### src/rtl/led_serial_monitor.sv
// rtl/led_serial_monitor.sv - loopback monitor recovering latched words from the MiniLED serial stream
`timescale 1ns/1ps
module led_serial_monitor #(
    parameter int WORD_W      = 8,
    parameter int CH_PER_SCAN = 90,
    parameter int SCANS       = 4,
    parameter int ADDR_W      = 9
) (
    input  logic              I_clk,
    input  logic              I_rst_n,
    input  logic              I_en,
    input  logic              I_dclk,
    input  logic              I_sdi,
    input  logic              I_le,
    input  logic [SCANS-1:0]  I_scan,
    output logic              O_wr_en,
    output logic [ADDR_W-1:0] O_wr_addr,
    output logic [WORD_W-1:0] O_wr_data,
    output logic              O_frame_done,
    output logic              O_bit_err,
    output logic              O_scan_err,
    output logic              O_ovf_err
);
    localparam int SI_W = (SCANS > 1) ? $clog2(SCANS) : 1;
    localparam int CH_W = $clog2(CH_PER_SCAN + 1);
    localparam int BC_W = $clog2(WORD_W + 2);
    localparam logic [ADDR_W-1:0] LAST_ADDR = ADDR_W'(SCANS * CH_PER_SCAN - 1);

    typedef enum logic [1:0] {S_IDLE, S_WAIT_SCAN, S_RUN} state_t;

    state_t            state_q;
    logic [2:0]        dclk_q;
    logic [2:0]        le_q;
    logic [1:0]        sdi_q;
    logic [SCANS-1:0]  scan1_q, scan2_q, scan3_q;
    logic [WORD_W-1:0] sr_q;
    logic [BC_W-1:0]   bit_cnt_q;
    logic [CH_W-1:0]   ch_cnt_q;
    logic [SI_W-1:0]   scan_idx_q;
    logic              scan_valid_q;

    logic              dclk_rise, le_rise, le_s, sdi_s, scan_chg, scan_ok;
    logic              bits_ok, ch_ok, commit_ok;
    logic [ADDR_W-1:0] addr_d;

    function automatic logic [SI_W-1:0] enc(input logic [SCANS-1:0] v);
        enc = '0;
        for (int i = 0; i < SCANS; i++) begin
            if (v[i]) enc = SI_W'(i);
        end
    endfunction

    // Stage [1] is the synchronized value, stage [2] its one-cycle delay for edge detect.
    assign dclk_rise = dclk_q[1] & ~dclk_q[2];
    assign le_rise   = le_q[1] & ~le_q[2];
    assign le_s      = le_q[1];
    assign sdi_s     = sdi_q[1];
    assign scan_chg  = (scan2_q != scan3_q);
    assign scan_ok   = $onehot(scan2_q);

    assign bits_ok   = (bit_cnt_q == BC_W'(WORD_W));
    assign ch_ok     = (ch_cnt_q < CH_W'(CH_PER_SCAN));
    assign commit_ok = bits_ok && scan_valid_q && ch_ok;
    assign addr_d    = ADDR_W'(scan_idx_q) * ADDR_W'(CH_PER_SCAN) + ADDR_W'(ch_cnt_q);

    always_ff @(posedge I_clk or negedge I_rst_n) begin
        if (!I_rst_n) begin
            state_q      <= S_IDLE;
            dclk_q       <= '0;
            le_q         <= '0;
            sdi_q        <= '0;
            scan1_q      <= '0;
            scan2_q      <= '0;
            scan3_q      <= '0;
            sr_q         <= '0;
            bit_cnt_q    <= '0;
            ch_cnt_q     <= '0;
            scan_idx_q   <= '0;
            scan_valid_q <= 1'b0;
            O_wr_en      <= 1'b0;
            O_wr_addr    <= '0;
            O_wr_data    <= '0;
            O_frame_done <= 1'b0;
            O_bit_err    <= 1'b0;
            O_scan_err   <= 1'b0;
            O_ovf_err    <= 1'b0;
        end else begin
            dclk_q  <= {dclk_q[1:0], I_dclk};
            le_q    <= {le_q[1:0], I_le};
            sdi_q   <= {sdi_q[0], I_sdi};
            scan1_q <= I_scan;
            scan2_q <= scan1_q;
            scan3_q <= scan2_q;

            O_wr_en      <= 1'b0;
            O_frame_done <= 1'b0;
            O_bit_err    <= 1'b0;
            O_scan_err   <= 1'b0;
            O_ovf_err    <= 1'b0;

            if (!I_en) begin
                state_q      <= S_IDLE;
                sr_q         <= '0;
                bit_cnt_q    <= '0;
                ch_cnt_q     <= '0;
                scan_idx_q   <= '0;
                scan_valid_q <= 1'b0;
            end else begin
                case (state_q)
                    S_IDLE: state_q <= S_WAIT_SCAN;
                    S_WAIT_SCAN: begin
                        if (scan_chg && scan_ok) begin
                            state_q      <= S_RUN;
                            scan_idx_q   <= enc(scan2_q);
                            scan_valid_q <= 1'b1;
                            ch_cnt_q     <= '0;
                            bit_cnt_q    <= '0;
                            sr_q         <= '0;
                        end
                    end
                    S_RUN: begin
                        if (dclk_rise) begin
                            if (le_s) begin
                                O_bit_err <= 1'b1;
                            end else begin
                                sr_q <= {sr_q[WORD_W-2:0], sdi_s};
                                if (bit_cnt_q != BC_W'(WORD_W + 1)) bit_cnt_q <= bit_cnt_q + 1'b1;
                            end
                        end
                        // Commit sees the pre-change scan context; a scan change below overrides counters.
                        if (le_rise) begin
                            bit_cnt_q <= '0;
                            if (!bits_ok)      O_bit_err  <= 1'b1;
                            if (!scan_valid_q) O_scan_err <= 1'b1;
                            if (!ch_ok)        O_ovf_err  <= 1'b1;
                            if (commit_ok) begin
                                O_wr_en      <= 1'b1;
                                O_wr_data    <= sr_q;
                                O_wr_addr    <= addr_d;
                                O_frame_done <= (addr_d == LAST_ADDR);
                                ch_cnt_q     <= ch_cnt_q + 1'b1;
                            end
                        end
                        if (scan_chg) begin
                            if (scan_ok) begin
                                scan_idx_q   <= enc(scan2_q);
                                scan_valid_q <= 1'b1;
                                ch_cnt_q     <= '0;
                                bit_cnt_q    <= '0;
                                sr_q         <= '0;
                            end else begin
                                O_scan_err   <= 1'b1;
                                scan_valid_q <= 1'b0;
                            end
                        end
                    end
                    default: state_q <= S_IDLE;
                endcase
            end
        end
    end
endmodule

### config.mk
export PLATFORM = sky130hd
export DESIGN_NAME = led_serial_monitor
export DESIGN_NICKNAME = d
export VERILOG_FILES = /design/src/rtl/led_serial_monitor.sv
export SDC_FILE = /design/constraint.sdc
export NUM_CORES = 1
export LEC_CHECK = 0
export CORE_UTILIZATION = 37
export DETAILED_ROUTE_END_ITERATION = 8
export HOLD_SLACK_MARGIN = 0.08
export PLACE_DENSITY = 0.58
export SLEW_MARGIN = 20
export SYNTH_ARGS = -nofsm -noshare
export SYNTH_HDL_FRONTEND = slang
export SYNTH_SLANG_ARGS = --single-unit
export TNS_END_PERCENT = 30
### constraint.sdc
create_clock -name I_clk -period 7.66 [get_ports I_clk]
set_input_delay 1.532 -clock I_clk [delete_from_list [all_inputs] [get_ports I_clk]]
set_output_delay 1.532 -clock I_clk [all_outputs]
set_load 0.05 [all_outputs]
==> qor.csv <==
metric;value;unit
status;finished clean;
yosysMostFrequentCell;dfrtp_1;
num_rows;32;
holdPathStages;0;
die_area;0.00844;mm^2
synthCells;242;
numCtsBuffers;9;
holdPathEnd;dclk_q[1];
core-area;0.00777;mm^2
start_util;0.385;
syn_area_per_cell;12.4;um^2
crit_path_end_kind;flop;
critPathRequiredTime;7.91;ns
gp_congestion;0.800;
tns;0;ns
synth_area_leaders;dfrtp_1 55%, ha_1 6.7%, mux2_2 5.3%, a22o_1 2.6%, xnor2_1 2.3%;
critPathArrivalTime;3.66;ns
tightest_slew;0.823;ns
p_clk_frac;0.374;
holdWs;0.350;ns
cts_buffer_depth;2;
setup_viol;0;
cts_tree;done;
placed_cells;370;
power;0.705;mW
post-cts-setup-buffers;0;
nets;307;
drive_gt1_frac;0.141;
vias_per_cell;5.08;
dp_hpwl;3570;um
post-place-ws;3.85;ns
numPortBuffers;31;
cts.clk_slew.worst_paths;0.07;ns
ir_worst_vdd;0.109;mV
n_fill_cell;730;
pwr_density_cell;197;mW/mm^2
r2r-start;scan2_q[0];
switching_share;0.270;
io_pins;32;
startpoint_type;primary input;
max_stage_delay;0.68;ns
ctsResizeCount;0;
max_cap_violations;0;
die_h;91.9;um
seq_area_frac_synth;0.553;
synth_top_cell_by_area;dfrtp_1;
slew_violations;0;
synthDominantCellAreaShare;0.553;
power.leakage;1.66;nW
clock-root-buffer;clkbuf_8;
finalCritPeriodShare;0.445;
placed_cell_area;0.00339;mm^2
internal-power;0.514;mW
path_cells;clkdlybuf4s50_1, and2_1, nand3_2, or4_1, nor4b_2;
fmax;293;MHz
reg2reg_slack;4.46;ns
power_frac_comb;0.103;
grt_pass1_wl;9130;um
utilization;0.460;
synthArstFlopShare;1.00;
design_area;0.00357;mm^2
drt_first_iter_violations;97;
track_usage;0.140;
hold_buffers;0;
crit_fanout;20;
overflow;0;
area_delta_synth_final;19.4;%
yosysUniqueCellTypes;51;
layout.cells.non_filler;386;
synth.net_count;270;
first_pass_iters;4;
fin_ws;4.25;ns
power_frac_seq;0.523;
drt-wirelength-per-cell;13.5;um
syn_area;0.00299;mm^2
fin_skew;0.00895;ns
insertion_delay;0.34;ns
ys_ff_latch;66;
detail-route-antenna-nets;0;
die_w;91.9;um
antenna_found_initial;0;
synth_top_cells_by_count;66 x dfrtp_1, 16 x ha_1, 14 x mux2_2;
r2r_cells;10;
wl;5210;um
grt_max_degree;67;
ys_warn_count;0;
synth-main-ff-cell;dfrtp_1;
slew_headroom;0.452;
antenna_cells;0;
min_from;dclk_q[0];
synth_edf_count;0;
vias;1961;
rsz0062_at_grt;false;
cts.htree.levels;3;
critPathKind;primary input to flop;
clkSinkCount;66;
r2r_end;sr_q[2];
drc_errors;0;
slowest_stage;or4_1;
fin_crit;3.41;ns
grt_pass1_vias;1901;
finalHoldViolCount;0;
p_switching;0.190;mW
hold_class;flop to flop;
## critical path, delay by kind of cell
kind	cells	cell delay (ns)
buf+inv	1	0.60
simple gates	4	1.50
## cells in the final DEF (no fill, tap or decap), drive strengths merged, types with 3 or more instances in the layout
| cell | netlist | routed |
|---|---|---|
| mux2 | 14 | 14 |
| clkbuf | 0 | 10 |
| nand2 | 12 | 12 |
| clkdlybuf4s50 | 0 | 30 |
| nand2b | 3 | 3 |
| inv | 13 | 14 |
| o21a | 3 | 3 |
| nor2 | 6 | 6 |
| nand3 | 4 | 4 |
| a22o | 9 | 9 |
| and3 | 4 | 4 |
| ha | 16 | 16 |
| clkinvlp | 0 | 3 |
| a32o | 3 | 3 |
| a21oi | 10 | 10 |
| nand4 | 3 | 3 |
| a31oi | 6 | 6 |
| xnor2 | 8 | 8 |
| o21ai | 12 | 12 |
| a21o | 4 | 4 |
| and2 | 5 | 5 |
| dfrtp | 66 | 66 |
| nor3 | 6 | 6 |
## power groups by stage
stage / registers (mW) / clock network, mW / logic [mW]
6_report: 0.369 / 0.263 / 0.0724
5_1_grt: 0.371 / 0.287 / 0.0830
4_1_cts: 0.369 / 0.272 / 0.0738
3_5_place_dp: 0.376 / 0 / 0.0737
3_3_place_gp: 0.375 / 0 / 0.0727
2_1_floorplan: 0.373 / 0 / 0.0502
## per-layer routing
metal  global-route usage  vias to the layer above  share of wire
met5                    0                        -              0
met4               0.0820                        0          0.026
met3               0.0299                       15          0.035
met2                0.197                       43           0.44
met1                0.198                      955           0.50
li1                     -                      948              -
## state kept, by name, summed over array words and instances (netlist names)
| name | cells |
|---|---|
| dclk_q | 3 |
| state_q | 2 |
| sdi_q | 2 |
| O_bit_err | 1 |
| scan2_q | 4 |
| O_scan_err | 1 |
| scan_idx_q | 2 |
| O_wr_data | 8 |
| ch_cnt_q | 7 |
| O_wr_en | 1 |
| scan_valid_q | 1 |
| le_q | 3 |
| scan1_q | 4 |
| O_frame_done | 1 |
| scan3_q | 4 |
| sr_q | 8 |
| O_ovf_err | 1 |
| bit_cnt_q | 4 |
| O_wr_addr | 9 |
## worst max path at each step
stage | to | slack, ns | cells past startpoint | start
2_1_floorplan | bit_cnt_q[1] | 4.89 | 11 | scan2_q[0]
3_3_place_gp | O_frame_done | 3.93 | 5 | I_en
3_5_place_dp | O_frame_done | 3.85 | 5 | I_en
4_1_cts | O_frame_done | 4.22 | 5 | I_en
5_1_grt | O_frame_done | 4.08 | 5 | I_en
6_report | O_frame_done | 4.25 | 5 | I_en
## area by class of cell
type | instances | area, um^2 | area share
well taps | 102 | 128 | 0.0358
repair buffers | 32 | 313 | 0.0876
clock inverters | 6 | 41.3 | 0.0116
inverters | 13 | 48.8 | 0.0137
flip-flops and latches | 66 | 1650 | 0.463
multi-input cells | 157 | 1250 | 0.350
clock buffers | 10 | 138 | 0.0386
## cells by family (layout without fill, tap and decap cells)
logic type	after synthesis	count (layout)	synth area share
simple gates	52	52	0.0996
compound gates	62	62	0.153
xor+xnor	10	10	0.0293
mux	15	15	0.0561
fa+ha+maj	18	18	0.0804
buf+inv	19	61	0.0293
flops	66	66	0.553
(Power assumes the default switching activity.)
